[config.mk]
export PLATFORM = sky130hd
export DESIGN_NAME = ex_mem_stage
export DESIGN_NICKNAME = d
export VERILOG_FILES = /design/src/rtl/ex_mem_stage_pkg.sv /design/src/rtl/ex_mem_stage_skid_buffer2.sv /design/src/rtl/ex_mem_stage.sv
export SDC_FILE = /design/constraint.sdc
export NUM_CORES = 1
export LEC_CHECK = 0
export BUFFER_PORTS_ARGS = -buffer_cell sky130_fd_sc_hd__buf_4
export CAP_MARGIN = 25
export CORE_UTILIZATION = 45
export CTS_BUF_LIST = sky130_fd_sc_hd__clkbuf_4 sky130_fd_sc_hd__clkbuf_8
export CTS_CLUSTER_DIAMETER = 100
export DETAILED_ROUTE_END_ITERATION = 16
export PLACE_DENSITY = 0.75
export SLEW_MARGIN = 10
export SYNTH_ARGS = -nofsm -noshare
export SYNTH_HDL_FRONTEND = slang
export SYNTH_SLANG_ARGS = --single-unit
[constraint.sdc]
create_clock -name clk -period 1.24 [get_ports clk]
set_input_delay 0.248 -clock clk [delete_from_list [all_inputs] [get_ports clk]]
set_output_delay 0.248 -clock clk [all_outputs]
set_load 0.05 [all_outputs]
[src/rtl/ex_mem_stage_pkg.sv]
// Shared processor constants: datapath widths and the packed control-bundle layout
// used between pipeline stages.
package ex_mem_stage_pkg;

  localparam int DATA_W  = 16;
  localparam int RADDR_W = 3;

  // Bit positions inside the packed control bundle
  localparam int CTL_W          = 4;
  localparam int CTL_REG_WRITE  = 0;
  localparam int CTL_MEM_READ   = 1;
  localparam int CTL_MEM_WRITE  = 2;
  localparam int CTL_MEM_TO_REG = 3;

endpackage

[src/rtl/ex_mem_stage_skid_buffer2.sv]
// Two-entry FIFO skid buffer with valid/ready handshakes on both sides.
// in_ready comes straight from the occupancy register, so there is no in-to-out ready path.
module skid_buffer2 #(
  parameter int WIDTH = 8
) (
  input  logic             clk,
  input  logic             reset,
  input  logic             flush,
  input  logic             in_valid,
  output logic             in_ready,
  input  logic [WIDTH-1:0] in_data,
  output logic             out_valid,
  input  logic             out_ready,
  output logic [WIDTH-1:0] out_data
);

  logic [1:0]       count_reg, count_next;
  logic [WIDTH-1:0] head_reg, head_next;
  logic [WIDTH-1:0] tail_reg, tail_next;
  logic             push, pop;

  assign in_ready  = (count_reg != 2'd2);
  assign out_valid = (count_reg != 2'd0);
  assign out_data  = head_reg;

  assign push = in_valid & in_ready & ~flush;
  assign pop  = out_valid & out_ready & ~flush;

  always_comb begin
    count_next = count_reg;
    head_next  = head_reg;
    tail_next  = tail_reg;
    if (flush) begin
      count_next = 2'd0;
    end else begin
      case (count_reg)
        2'd0: if (push) begin
          head_next  = in_data;
          count_next = 2'd1;
        end
        2'd1: begin
          if (push && pop) begin
            head_next = in_data;
          end else if (push) begin
            tail_next  = in_data;
            count_next = 2'd2;
          end else if (pop) begin
            count_next = 2'd0;
          end
        end
        default: if (pop) begin
          // Full: no push is possible, the tail just moves up
          head_next  = tail_reg;
          count_next = 2'd1;
        end
      endcase
    end
  end

  always_ff @(posedge clk) begin
    if (reset) begin
      count_reg <= 2'd0;
      head_reg  <= '0;
      tail_reg  <= '0;
    end else begin
      count_reg <= count_next;
      head_reg  <= head_next;
      tail_reg  <= tail_next;
    end
  end

endmodule

[src/rtl/ex_mem_stage.sv]
// EX/MEM pipeline register: two-deep skid buffer for the EX payload, plus beq
// resolution and forwarding / load-use hazard signals from the head entry.
module ex_mem_stage #(
  parameter int DATA_W  = ex_mem_stage_pkg::DATA_W,
  parameter int RADDR_W = ex_mem_stage_pkg::RADDR_W
) (
  input  logic               clk,
  input  logic               reset,
  input  logic               in_valid,
  output logic               in_ready,
  input  logic [DATA_W-1:0]  ex_result,
  input  logic               ex_zero,
  input  logic [DATA_W-1:0]  ex_wdata,
  input  logic [RADDR_W-1:0] ex_rd,
  input  logic               ex_reg_write,
  input  logic               ex_mem_read,
  input  logic               ex_mem_write,
  input  logic               ex_mem_to_reg,
  input  logic               ex_branch,
  input  logic [DATA_W-1:0]  ex_branch_target,
  input  logic               flush,
  output logic               out_valid,
  input  logic               out_ready,
  output logic [DATA_W-1:0]  mem_result,
  output logic [DATA_W-1:0]  mem_wdata,
  output logic [RADDR_W-1:0] mem_rd,
  output logic               mem_reg_write,
  output logic               mem_mem_read,
  output logic               mem_mem_write,
  output logic               mem_mem_to_reg,
  output logic               branch_taken,
  output logic [DATA_W-1:0]  branch_target,
  output logic               fwd_valid,
  output logic [RADDR_W-1:0] fwd_rd,
  output logic [DATA_W-1:0]  fwd_data,
  output logic               load_hazard
);

  import ex_mem_stage_pkg::*;

  localparam int PAYLOAD_W = CTL_W + RADDR_W + 2 * DATA_W;
  localparam int WDATA_LSB = DATA_W;
  localparam int RD_LSB    = 2 * DATA_W;
  localparam int CTL_LSB   = 2 * DATA_W + RADDR_W;

  logic [CTL_W-1:0]     ex_ctl, head_ctl;
  logic [PAYLOAD_W-1:0] in_payload, head_payload;
  logic                 accept;
  logic                 branch_taken_reg;
  logic [DATA_W-1:0]    branch_target_reg;

  always_comb begin
    ex_ctl                 = '0;
    ex_ctl[CTL_REG_WRITE]  = ex_reg_write;
    ex_ctl[CTL_MEM_READ]   = ex_mem_read;
    ex_ctl[CTL_MEM_WRITE]  = ex_mem_write;
    ex_ctl[CTL_MEM_TO_REG] = ex_mem_to_reg;
  end

  assign in_payload = {ex_ctl, ex_rd, ex_wdata, ex_result};

  skid_buffer2 #(.WIDTH(PAYLOAD_W)) u_buf (
    .clk       (clk),
    .reset     (reset),
    .flush     (flush),
    .in_valid  (in_valid),
    .in_ready  (in_ready),
    .in_data   (in_payload),
    .out_valid (out_valid),
    .out_ready (out_ready),
    .out_data  (head_payload)
  );

  assign head_ctl       = head_payload[CTL_LSB +: CTL_W];
  assign mem_result     = head_payload[DATA_W-1:0];
  assign mem_wdata      = head_payload[WDATA_LSB +: DATA_W];
  assign mem_rd         = head_payload[RD_LSB +: RADDR_W];
  // Stale payload may linger after a flush, so side-effecting controls need out_valid
  assign mem_reg_write  = out_valid & head_ctl[CTL_REG_WRITE];
  assign mem_mem_read   = out_valid & head_ctl[CTL_MEM_READ];
  assign mem_mem_write  = out_valid & head_ctl[CTL_MEM_WRITE];
  assign mem_mem_to_reg = head_ctl[CTL_MEM_TO_REG];

  assign accept = in_valid & in_ready & ~flush;

  always_ff @(posedge clk) begin
    if (reset) begin
      branch_taken_reg  <= 1'b0;
      branch_target_reg <= '0;
    end else begin
      branch_taken_reg <= accept & ex_branch & ex_zero;
      if (accept && ex_branch && ex_zero) begin
        branch_target_reg <= ex_branch_target;
      end
    end
  end

  assign branch_taken  = branch_taken_reg;
  assign branch_target = branch_target_reg;

  // A load's value is not ready yet, so it raises a hazard instead of forwarding
  assign load_hazard = out_valid & mem_mem_read & (mem_rd != '0);
  assign fwd_valid   = out_valid & mem_reg_write & ~mem_mem_to_reg & (mem_rd != '0)
                       & ~load_hazard;
  assign fwd_rd      = mem_rd;
  assign fwd_data    = mem_result;

endmodule

# ---- After elaboration in Yosys (flattened, before gate mapping)
# Index checks and enable logic that the tools add are counted.
dict set report word_totals {
  mem_bits_ro 0
  latch_bits 0
  input_bits 62
  ff_bits 97
  ram_bits 0
  mem_count 0
  word_cells 51
}
dict set report op_classes {
  n_eq_ne 6
  shifts 0
  bitwise_logic 19
  mul 0
  order_cmp 0
  n_addsub 0
  reduce_logical 11
  div 0
  muxes 10
}
# op n
set ops {}
lappend ops {{2-to-1 mux 39 bit} 3}
lappend ops {{one-hot mux 39 bit (2 select lines)} 1}
lappend ops {{bitwise AND 1 bit} 15}
lappend ops {{AND reduction 4 bit} 3}
lappend ops {{2-to-1 mux 2 bit} 5}
lappend ops {{inequality test 2 bit (second input constant)} 3}
lappend ops {{nonzero test 3 bit} 2}
lappend ops {{NOT 1 bit} 4}
lappend ops {{one-hot mux 2 bit (2 select lines)} 1}
lappend ops {{logical AND 1 bit} 3}
lappend ops {{inequality test 3 x 2 -> 1 bit (second input constant)} 1}
lappend ops {{equality test 2 x 1 -> 1 bit (second input constant)} 1}
lappend ops {{logical NOT 2 bit} 1}
lappend ops {{inequality test 2 x 1 -> 1 bit (second input constant)} 1}
lappend ops {{nonzero test 2 bit} 1}
lappend ops {{OR reduction 2 bit} 1}

# ---- Depth between registers and ports, before layout
# Gate-level depths: netlist of run 1.
dict set report logic_depth {
  depth_word 7
  ltp_mapped 6
  ltp_nobuf 3
}

# ---- By module
# From an unflattened synthesis of run 1, not the netlist that was laid out.
dict set report hier_totals {
  hier_cells 460
  area_unflattened_um2 4685.7
}
# mod area_each_um2 seq_area_each_um2 instances cells_per_inst
set modules_own_cells {}
lappend modules_own_cells {skid_buffer2 3726.1 1601.5 1 363}
lappend modules_own_cells {ex_mem_stage 959.7 340.3 1 97}

# ---- Worst setup path before layout of run 1
# Ideal clock, no wire load.
dict set report synth_timing {
  kind {register to output}
  start {reg u_buf.count_reg[1]}
  end {out fwd_valid}
  t_arrival_ns 2.537
  t_required_ns 0.992
  n_path_buf 1
  path_stages_with_launch 5
  setup_slack_ns -1.545
  cell_sequence {dfxtp_1 buf_4 or2_2 o31ai_1 nor4b_1}
}
dict set report synth_between {
  elab_chain_len 6
}
# element line_no
set synth_rtl {}
lappend synth_rtl {{start: declaration} ex_mem_stage_skid_buffer2.sv:17} ;# logic [1:0] count_reg, count_next;
lappend synth_rtl {{start signal: assignment} ex_mem_stage_skid_buffer2.sv:66} ;# count_reg <= count_next;
lappend synth_rtl {{nonzero test 2 bit *} ex_mem_stage_skid_buffer2.sv:23} ;# assign out_valid = (count_reg != 2'd0);
lappend synth_rtl {{net out_valid} ex_mem_stage.sv:22} ;# output logic out_valid,
lappend synth_rtl {{bitwise AND 1 bit, on equally long branches} {ex_mem_stage.sv:79, ex_mem_stage.sv:80}}
lappend synth_rtl {{bitwise AND 1 bit, on equally long branches (2 in a row)} {ex_mem_stage.sv:103, ex_mem_stage.sv:102}}
lappend synth_rtl {{bitwise AND 1 bit / NOT 1 bit (equally long branches)} {ex_mem_stage.sv:103, ex_mem_stage.sv:104}}
lappend synth_rtl {{bitwise AND 1 bit *} ex_mem_stage.sv:104} ;# & ~load_hazard;
lappend synth_rtl {{end: declaration} ex_mem_stage.sv:33} ;# output logic fwd_valid,
# Mark *: on every way through the listed nets, which the timed path passes. The rest lies on a longest branch.

# ---- Worst setup path after layout of run 1
dict set report layout_timing {
  start {reg u_buf.count_reg[0]}
  end {out fwd_valid}
}
dict set report layout_between {
  elab_chain_len 6
}
# element line_no
set layout_rtl {}
lappend layout_rtl {{nonzero test 2 bit *} ex_mem_stage_skid_buffer2.sv:23}
lappend layout_rtl {{bitwise AND 1 bit, on equally long branches} {ex_mem_stage.sv:79, ex_mem_stage.sv:80}}
lappend layout_rtl {{bitwise AND 1 bit, on equally long branches (2 in a row)} {ex_mem_stage.sv:103, ex_mem_stage.sv:102}}
lappend layout_rtl {{bitwise AND 1 bit / NOT 1 bit (equally long branches)} {ex_mem_stage.sv:103, ex_mem_stage.sv:104}}
lappend layout_rtl {{bitwise AND 1 bit *} ex_mem_stage.sv:104}
# Every way passes the cells marked *; elsewhere a longest branch is shown, timed or not.

==> results of run 1 <==
power by group:
| group | total, W | internal, W | switching, W |
|---|---|---|---|
| Combinational | 0.00173 | 0.000773 | 0.000956 |
| Clock | 0.00204 | 0.000922 | 0.00112 |
| Sequential | 0.00332 | 0.00323 | 0.0000929 |
| Total | 0.00709 | 0.00492 | 0.00217 |
cell families after synthesis:
| kind of cell | share of synthesized area |
|---|---|
| buffers and inverters | 0.1274 |
| and+or+nand+nor | 0.1643 |
| AOI/OAI and AO/OA | 0.1190 |
| muxes | 0.1939 |
| DFF | 0.3954 |
area by class of cell:
class	instances	area, um^2
fill	772	3353
multi-input combinational	307	2559
timing repair buffer	203	2211
sequential	97	1969
clock buffer	13	172.7
tap	136	170.2
clock inverter	3	23.77
inverter	1	3.754
path summary, 6_finish.rpt:
| check | start | endpoint | depth (start not counted) |
|---|---|---|---|
| worst min register to register | u_buf.tail_reg[20] | u_buf.tail_reg[20] | 2 |
| worst max-delay path | u_buf.count_reg[0] | fwd_valid | 4 |
| worst min-delay path | ex_branch_target[10] | branch_target[10] | 3 |
| worst max register to register | u_buf.count_reg[1] | u_buf.out_data[17] | 7 |
tightest hold or removal path, delay by kind of cell:
kind	cells	cell delay, ns
AND/OR/NAND/NOR	1	0.06
buffers and inverters	1	0.11
multiplexers	1	0.06
placed cells by master (no fill, tap or decap), drive strengths merged:
cell,netlist,final
o21ai,1,1
o21a,1,1
buf,79,199
inv,1,1
nor2b,2,2
clkbuf,14,13
a21oi,40,40
or2,1,1
bufbuf,0,4
mux2i,94,94
nor2,3,3
clkinv,0,1
nand3b,1,1
clkinvlp,0,2
dfxtp,97,97
a211oi,39,39
o31ai,1,1
nand2b,113,113
nor4b,2,2
mux2,1,1
o21bai,1,1
and2,4,4
o21ba,1,1
nor3b,1,1
nand2,1,1
per-layer routing:
metal	vias to the layer above	wire, um	track usage
met5	-	0	0
met4	0	172	0.06458
met2	125	6575	0.4096
li1	1894	-	-
met1	1904	5665	0.2917
met3	18	755	0.06806
metrics by stage:
step / hold WS [ns] / util / cells / total power (W) / area (um^2)
after floorplan: 0.4029 / - / 498 / 0.004462 / 5001
after global placement: 0.4569 / 0.5692 / 709 / 0.004810 / 5956
after detailed placement: 0.4639 / 0.5692 / 709 / 0.004838 / 5956
after CTS: 0.1346 / 0.6673 / 758 / 0.007043 / 6982
after global routing: 0.1304 / 0.6795 / 760 / 0.007395 / 7109
final: 0.1389 / 0.6795 / 760 / 0.007086 / 7109
repair_timing:
action                                  CTS  global route
resized for setup                        74            48
pin swaps                                17             7
endpoints found under the setup margin  110           138
setup buffers                            19             8
gates cloned                             14             0
==> summary.txt, run 1 <==
Global routing
  – Tot GR Track Use: 0.2388
  – Vias in the first global route: 3987
  – Grt ovf: 0
  – Largest net degree at the start of global routing: 46
  – First-pass GRT wire length: 20.87 mm
  – Initial antenna violation count: 0

Worst setup path
  – CP bufs+invs: 1
  – Critical Path Sink Type: output port
  – Kind of critical path: flip-flop to output port
  – Crit path max-delay cell type: dfxtp_2
  – Critical path arrival: 1.44 ns
  – Worst R2R Setup Slack: -0.32 ns
  – Worst path cell trace: or2_4 > o31ai_4 > nor4b_4 > buf_6
  – Nature of the critical path startpoint: flip-flop
  – CP max stage delay: 0.35 ns
  – Critical path's top delay family: simple AND/OR/NAND/NOR gates
  – Worst Path Required: 0.99 ns
  – Top fanout value on the critical path: 2

Yosys
  – EDFF count, synth: 0
  – Top cells by count, synth: nand2b_1 (113), dfxtp_1 (97), mux2i_1 (94)
  – Ys async rst share: 0
  – Post-synthesis sequential area ratio: 0.3954
  – Yosys reg bits: 97
  – Share of Yosys cell area claimed by the top area cell type: 0.3954
  – Top post-synthesis cells by area: dfxtp_1 (40%), mux2i_1 (19%), nand2b_1 (14%)
  – Synthesized area per cell: 9.861 um^2
  – Mapped Cells: 498
  – Mapped cell area: 0.004911 mm^2
  – Syn Nets: 560
  – Yosys top cell by area: dfxtp_1
  – Most frequent cell after synthesis: nand2b_1
  – Main synth FF type: dfxtp_1
  – Yosys warnings: 0
  – Yosys cell types: 27

Floorplan
  – Die height: 106.5 um
  – Die area: 0.01133 mm^2
  – Die span in x: 106.5 um
  – Top Ports: 141
  – Std cell rows: 37
  – Core Region: 0.01046 mm^2
  – Initial core utilization: 0.4694

Routing
  – Initial DRC Count: 129
  – DR vias: 3941
  – DRT Pass-1 Iters: 4
  – DRT antenna net count: 0
  – DR DRC count: 0
  – Vias per cell: 5.186
  – Wire per inst: 17.33 um
  – Total Wirelength: 13.17 mm

Cells and area
  – Layout cells sized above 1: 0.4583
  – Number of diodes: 0
  – Area added between synthesis and finish: 44.76%
  – Nets: 681

Timing
  – Final setup margin: -0.4501 ns
  – Worst-Margin Slew: 0.2953 ns
  – Skew final: 0.01060 ns
  – Unrepaired setup endpoints after global routing: yes
  – Setup TNS: -24.00 ns
  – Final-report setup violation count: 109
  – Slew Viols, Final: 0
  – Worst rel slew slack: 0.8023
  – Max Freq: 591.7 MHz
  – Hold violation count in the final report: 0
  – Min Tclk post-route: 1.690 ns
  – Fin crit share: 1.363

Placed design
  – Routability congestion estimate: 0.7452
  – Buffers on Ports: 140
  – DP Worst Slack: -0.2438 ns
  – Hpwl dp: 7.524 mm

Run status
  – Violated checks: negative setup slack
  – Outcome: finished, violations left

Clock tree
  – CTS tree: built
  – Reg clk slew, reported paths: 0.10 ns
  – Sink Count: 97
  – Clock latency on the worst-skew pair: 0.37 ns
  – Max Root-Sink Buffers: 2
  – CTS Buf Count: 9
  – Hold-fix buffers at CTS: 0
  – H-tree levels: 3
  – Root Buffer: clkbuf_8

Power and ir drop
  – Pwr Density: 996.7 mW/mm^2
  – Leak: 2.725 nW
  – Worst VDD drop: 0.0005351 V

Job
  – Max-cap viol count: 0

Hold path
  – Hold Path Class: input port to flip-flop
(Power assumes the default switching activity.)
==> inputs of run 2 (changes only) <==
--- a/config.mk
+++ b/config.mk
@@ -6,12 +6,14 @@
 export NUM_CORES = 1
 export LEC_CHECK = 0
 export BUFFER_PORTS_ARGS = -buffer_cell sky130_fd_sc_hd__buf_4
-export CAP_MARGIN = 25
-export CORE_UTILIZATION = 45
+export CAP_MARGIN = 40
+export CELL_PAD_IN_SITES_DETAIL_PLACEMENT = 1
+export CELL_PAD_IN_SITES_GLOBAL_PLACEMENT = 2
+export CORE_UTILIZATION = 29
 export CTS_BUF_LIST = sky130_fd_sc_hd__clkbuf_4 sky130_fd_sc_hd__clkbuf_8
 export CTS_CLUSTER_DIAMETER = 100
 export DETAILED_ROUTE_END_ITERATION = 16
-export PLACE_DENSITY = 0.75
+export PLACE_DENSITY = 0.79
 export SLEW_MARGIN = 10
 export SYNTH_ARGS = -nofsm -noshare
 export SYNTH_HDL_FRONTEND = slang
==> run 2 against run 1 <==
Compared with the run above:
- critical path type unchanged
- fmax rose by 0.47%
- sequential cell count did not move
- clock skew barely moved
- first-iteration DRC count fell by 12%
- cell count rose by 12%
- critical path depth did not move
- register-to-register slack barely moved
- largest cell class unchanged
- sequential share of layout area fell by 1.3 points
- the flow still finishes with violations (negative setup slack)
- via count rose by 0.28%
- worst setup slack improved by 0.0080 ns
==> summary.txt, run 2 (synthesized netlist as in run 1, its figures left out) <==
Run status
  – Outcome: finished, violations left
  – Violated checks: negative setup slack

Timing
  – Setup TNS: -27.91 ns
  – Fin crit share: 1.357
  – Unrepaired setup endpoints after global routing: yes
  – Worst-Margin Slew: 0.2866 ns
  – Max Freq: 594.5 MHz
  – Slew Viols, Final: 0
  – Final setup margin: -0.4421 ns
  – Worst rel slew slack: 0.8087
  – Final-report setup violation count: 110
  – Skew final: 0.01044 ns
  – Min Tclk post-route: 1.682 ns
  – Hold violation count in the final report: 0

Clock tree
  – Max Root-Sink Buffers: 2
  – Clock latency on the worst-skew pair: 0.38 ns
  – CTS tree: built
  – Sink Count: 97
  – Root Buffer: clkbuf_8
  – Reg clk slew, reported paths: 0.10 ns
  – H-tree levels: 3
  – CTS Buf Count: 9
  – Hold-fix buffers at CTS: 0

Global routing
  – Vias in the first global route: 4302
  – Initial antenna violation count: 0
  – Largest net degree at the start of global routing: 59
  – Grt ovf: 0
  – First-pass GRT wire length: 23.65 mm
  – Tot GR Track Use: 0.1764

Power and ir drop
  – Switching power: 0.002251 W
  – Comb pwr share: 0.254
  – Share of power burned in registers: 0.456
  – Worst VDD drop: 0.0004386 V
  – Leak: 2.785 nW
  – Clock Power Share: 0.290
  – Pwr Density: 976.4 mW/mm^2
  – Switching share of power: 0.3079
  – Int Power: 0.005060 W

Worst setup path
  – Critical Path Sink Type: output port
  – CP max stage delay: 0.36 ns
  – Crit path max-delay cell type: dfxtp_4
  – Top fanout value on the critical path: 4
  – Kind of critical path: flip-flop to output port
  – Critical path arrival: 1.43 ns
  – Worst Path Required: 0.99 ns
  – Nature of the critical path startpoint: flip-flop
  – Worst path cell trace: or2_4 > buf_4 > and2_4 > buf_8

Cells and area
  – Layout cells sized above 1: 0.5223
  – Post-Layout Cell Count: 848
  – Area added between synthesis and finish: 52.46%
  – Commonest non-fill, non-tap cell in the layout: nand2b_1
  – Cell area after layout: 0.007487 mm^2
  – Nets: 687
  – Number of diodes: 0
  – Final core utilization: 0.4515
  – Commonest cells after routing, fill and taps aside: nand2b_1 (112), buf_4 (110), mux2i_1 (91), dfxtp_1 (75), buf_6 (57)

Job
  – Max-cap viol count: 0

Routing
  – Total Wirelength: 15.00 mm
  – Wire per inst: 17.69 um
  – Vias per cell: 4.660
  – DRT Pass-1 Iters: 4
  – DR DRC count: 0
  – DRT antenna net count: 0
  – DR vias: 3952
  – Initial DRC Count: 114

Floorplan
  – Top Ports: 141
  – Die span in x: 132.1 um
  – Die height: 132.1 um
  – Core Region: 0.01658 mm^2
  – Die area: 0.01746 mm^2
  – Std cell rows: 47
  – Initial core utilization: 0.2961

Hold path
  – Hold Path Class: input port to flip-flop

Placed design
  – DP Area: 0.006031 mm^2
  – Placed Cells: 794
  – Hpwl dp: 9.033 mm
  – Buffers on Ports: 140
  – Routability congestion estimate: 0.7222
  – DP Worst Slack: -0.2906 ns
-- run 2: area by class of cell --
class	count	area (um^2)
Clock inverter	3	42.54
Clock buffer	11	145.1
Multi-Input combinational cell	307	2730
Tap cell	220	275.3
Timing Repair Buffer	209	2311
Fill cell	1770	9096
Inverter	1	3.754
Sequential cell	97	1979
-- run 2: worst paths after layout --
kind,startpoint,to,slack [ns],cells past startpoint
worst min-delay path,ex_branch_target[9],branch_target[9],0.13,3
worst max-delay path,u_buf.count_reg[1],mem_mem_read,-0.44,4
worst max register to register,u_buf.count_reg[1],u_buf.tail_reg[8],-0.33,6
worst min register to register,u_buf.tail_reg[24],u_buf.tail_reg[24],0.48,2
-- run 2: what timing repair did --
item	in CTS	in global routing
gates resized for setup	149	49
endpoints found under the hold margin	0	0
setup buffers	27	7
gates cloned	14	0
pin swaps	22	8
setup endpoints to repair	121	140
-- run 2: metrics by stage --
step	total power [W]	hold WS (ns)
6_report	0.007310	0.1281
5_1_grt	0.007629	0.1145
4_1_cts	0.007365	0.1028
3_5_place_dp	0.004860	0.4693
3_3_place_gp	0.004827	0.4571
2_1_floorplan	0.004462	0.4029
-- run 2: power groups by stage --
| stage | Combinational [W] | Sequential, W | Clock, W |
|---|---|---|---|
| 2_1_floorplan | 0.00105 | 0.00341 | 0 |
| 3_3_place_gp | 0.00145 | 0.00338 | 0 |
| 5_1_grt | 0.00195 | 0.00335 | 0.00233 |
| 3_5_place_dp | 0.00148 | 0.00338 | 0 |
| 4_1_cts | 0.00183 | 0.00333 | 0.00221 |
| 6_report | 0.00186 | 0.00334 | 0.00212 |
-- run 2: routing by layer --
| metal | routed length, um | global-route usage | vias to the layer above |
|---|---|---|---|
| met5 | 0 | 0 | - |
| met3 | 532 | 0.02999 | 15 |
| li1 | - | - | 1898 |
| met4 | 206 | 0.05943 | 0 |
| met1 | 6610 | 0.2152 | 1939 |
| met2 | 7651 | 0.3122 | 100 |
-- run 2: critical path: cells and delay by family (launching register included) --
kind                   cells  cell delay (ns)
and+or+nand+nor            2             0.41
DFF                        1             0.36
buffers and inverters      2             0.29
==> inputs of run 3 (changes only) <==
--- a/config.mk
+++ b/config.mk
@@ -9,11 +9,11 @@
 export CAP_MARGIN = 40
 export CELL_PAD_IN_SITES_DETAIL_PLACEMENT = 1
 export CELL_PAD_IN_SITES_GLOBAL_PLACEMENT = 2
-export CORE_UTILIZATION = 29
-export CTS_BUF_LIST = sky130_fd_sc_hd__clkbuf_4 sky130_fd_sc_hd__clkbuf_8
+export CORE_UTILIZATION = 28
+export CTS_BUF_LIST = sky130_fd_sc_hd__clkbuf_16
 export CTS_CLUSTER_DIAMETER = 100
 export DETAILED_ROUTE_END_ITERATION = 16
-export PLACE_DENSITY = 0.79
+export PLACE_DENSITY = 0.77
 export SLEW_MARGIN = 10
 export SYNTH_ARGS = -nofsm -noshare
 export SYNTH_HDL_FRONTEND = slang
==> run 3 against run 2 <==
Compared with the run above:
- the flow still finishes with violations (negative setup slack)
- utilization down 1.9 points
- highest routed layer unchanged
- critical path depth stayed put
- critical endpoint is now mem_mem_write
- count of clock-buffer cells in the layout is 2 lower
- fmax is 2.7% higher
==> summary.txt, run 3 (synthesized netlist as in run 1, its figures left out) <==
Run status
  – Violated checks: negative setup slack
  – Outcome: finished, violations left

Routing
  – DRT antenna net count: 0
  – Vias per cell: 4.588
  – DR DRC count: 0
  – DR vias: 3895
  – Total Wirelength: 14.58 mm
  – Wire per inst: 17.18 um
  – Initial DRC Count: 90
  – DRT Pass-1 Iters: 4

Clock tree
  – Hold-fix buffers at CTS: 0
  – Max Root-Sink Buffers: 2
  – CTS Buf Count: 9
  – Clock latency on the worst-skew pair: 0.35 ns
  – CTS tree: built
  – Sink Count: 97
  – Root Buffer: clkbuf_16
  – H-tree levels: 3
  – Reg clk slew, reported paths: 0.07 ns

Timing
  – Min Tclk post-route: 1.637 ns
  – Worst rel slew slack: 0.8302
  – Hold violation count in the final report: 0
  – Skew final: 0.006840 ns
  – Final-report setup violation count: 106
  – Setup TNS: -25.93 ns
  – Fin crit share: 1.320
  – Unrepaired setup endpoints after global routing: yes
  – Slew Viols, Final: 0
  – Final setup margin: -0.3973 ns
  – WHS: 0.1647 ns
  – Max Freq: 610.8 MHz
  – Worst-Margin Slew: 0.2476 ns

Global routing
  – First-pass GRT wire length: 22.14 mm
  – Grt ovf: 0
  – Initial antenna violation count: 0
  – Vias in the first global route: 4124
  – Largest net degree at the start of global routing: 61
  – Tot GR Track Use: 0.1605

Power and ir drop
  – Leak: 2.785 nW
  – Worst VDD drop: 0.0006817 V
  – Pwr Density: 1059 mW/mm^2

Worst setup path
  – Critical Path Source: u_buf.count_reg[1]
  – Worst Path Required: 0.99 ns
  – FF-to-FF path depth: 7
  – Kind of critical path: flip-flop to output port
  – CP max stage delay: 0.35 ns
  – R2r endpoint: u_buf.tail_reg[21]
  – Critical path's top delay family: simple AND/OR/NAND/NOR gates
  – FF-to-FF Start: u_buf.count_reg[1]
  – Nature of the critical path startpoint: flip-flop
  – Worst path cell trace: or2_4 > buf_6 > and2_4 > buf_8
  – Critical Path Sink Type: output port
  – Crit path to: mem_mem_write
  – Critical path depth: 4
  – Crit path max-delay cell type: dfxtp_4
  – Worst R2R Setup Slack: -0.32 ns
  – CP bufs+invs: 2
  – Critical path arrival: 1.39 ns
  – Top fanout value on the critical path: 4

Cells and area
  – Layout cells sized above 1: 0.5000
  – Commonest non-fill, non-tap cell in the layout: buf_4
  – Nets: 682
  – Number of diodes: 0
  – Area added between synthesis and finish: 51.77%
  – Commonest cells after routing, fill and taps aside: buf_4 (134), nand2b_1 (112), mux2i_1 (92), dfxtp_1 (86), a211oi_2 (34)

Placed design
  – Routability congestion estimate: 0.7103
  – Buffers on Ports: 140
  – Hpwl dp: 9.186 mm
  – DP Worst Slack: -0.3000 ns

Hold path
  – Hold Path Class: input port to flip-flop

Floorplan
  – Die area: 0.01807 mm^2
  – Core Region: 0.01724 mm^2
  – Die span in x: 134.4 um
  – Initial core utilization: 0.2849
  – Top Ports: 141
  – Std cell rows: 48
  – Die height: 134.4 um

Job
  – Max-cap viol count: 0
## run 3: worst min path at each step
| stage | from | to | slack [ns] | cells past startpoint |
|---|---|---|---|---|
| 2_1_floorplan | ex_branch_target[13] | branch_target[13] | 0.40 | 2 |
| 3_3_place_gp | u_buf.tail_reg[29] | u_buf.tail_reg[29] | 0.46 | 2 |
| 3_5_place_dp | u_buf.tail_reg[37] | u_buf.tail_reg[37] | 0.47 | 2 |
| 4_1_cts | ex_branch_target[15] | branch_target[15] | 0.15 | 3 |
| 5_1_grt | ex_branch_target[6] | branch_target[6] | 0.16 | 3 |
| 6_report | ex_branch_target[15] | branch_target[15] | 0.16 | 3 |
## run 3: layout make-up
cell class	instances	area [um^2]
clock buffer	9	225.2
clock inverter	6	60.06
fill	1880	9783
inverter	1	3.754
multi-input combinational	307	2765
sequential	97	1963
tap	225	281.5
timing repair buffer	204	2155
## run 3: metrics by stage
step                      power [W]    util  cells  cell area (um^2)
after floorplan            0.004462       -    498              5001
after global placement     0.004840  0.3521    800              6070
after detailed placement   0.004867  0.3521    800              6070
after CTS                  0.007927  0.4157    841              7166
after global routing       0.008241  0.4324    849              7453
final                      0.007892  0.4324    849              7453
## run 3: timing repair
| item | 4_1_cts | 5_1_grt |
|---|---|---|
| endpoints found under the hold margin | 0 | 0 |
| pin swaps | 17 | 12 |
| endpoints found under the setup margin | 109 | 115 |
| cloned | 9 | 3 |
| resized for setup | 106 | 53 |
| setup buffers | 17 | 9 |
## run 3: power by group
| part | internal (W) | leakage [nW] | switching, W |
|---|---|---|---|
| logic | 0.000800 | 1.85 | 0.00101 |
| registers | 0.00323 | 0.795 | 0.000103 |
| clock network | 0.00155 | 0.143 | 0.00121 |
## run 3: tightest hold or removal path: stages
cell and delay, ns:
buf_4 0.11, nand2b_1 0.05, mux2i_1 0.06
## run 3: metal layers
layer / part of all wire / routed length, um / track usage
met2: 0.53 / 7727 / 0.2942
met4: 0.0097 / 141 / 0.04494
met3: 0.051 / 740 / 0.04308
met5: 0 / 0 / 0
met1: 0.41 / 5975 / 0.1813
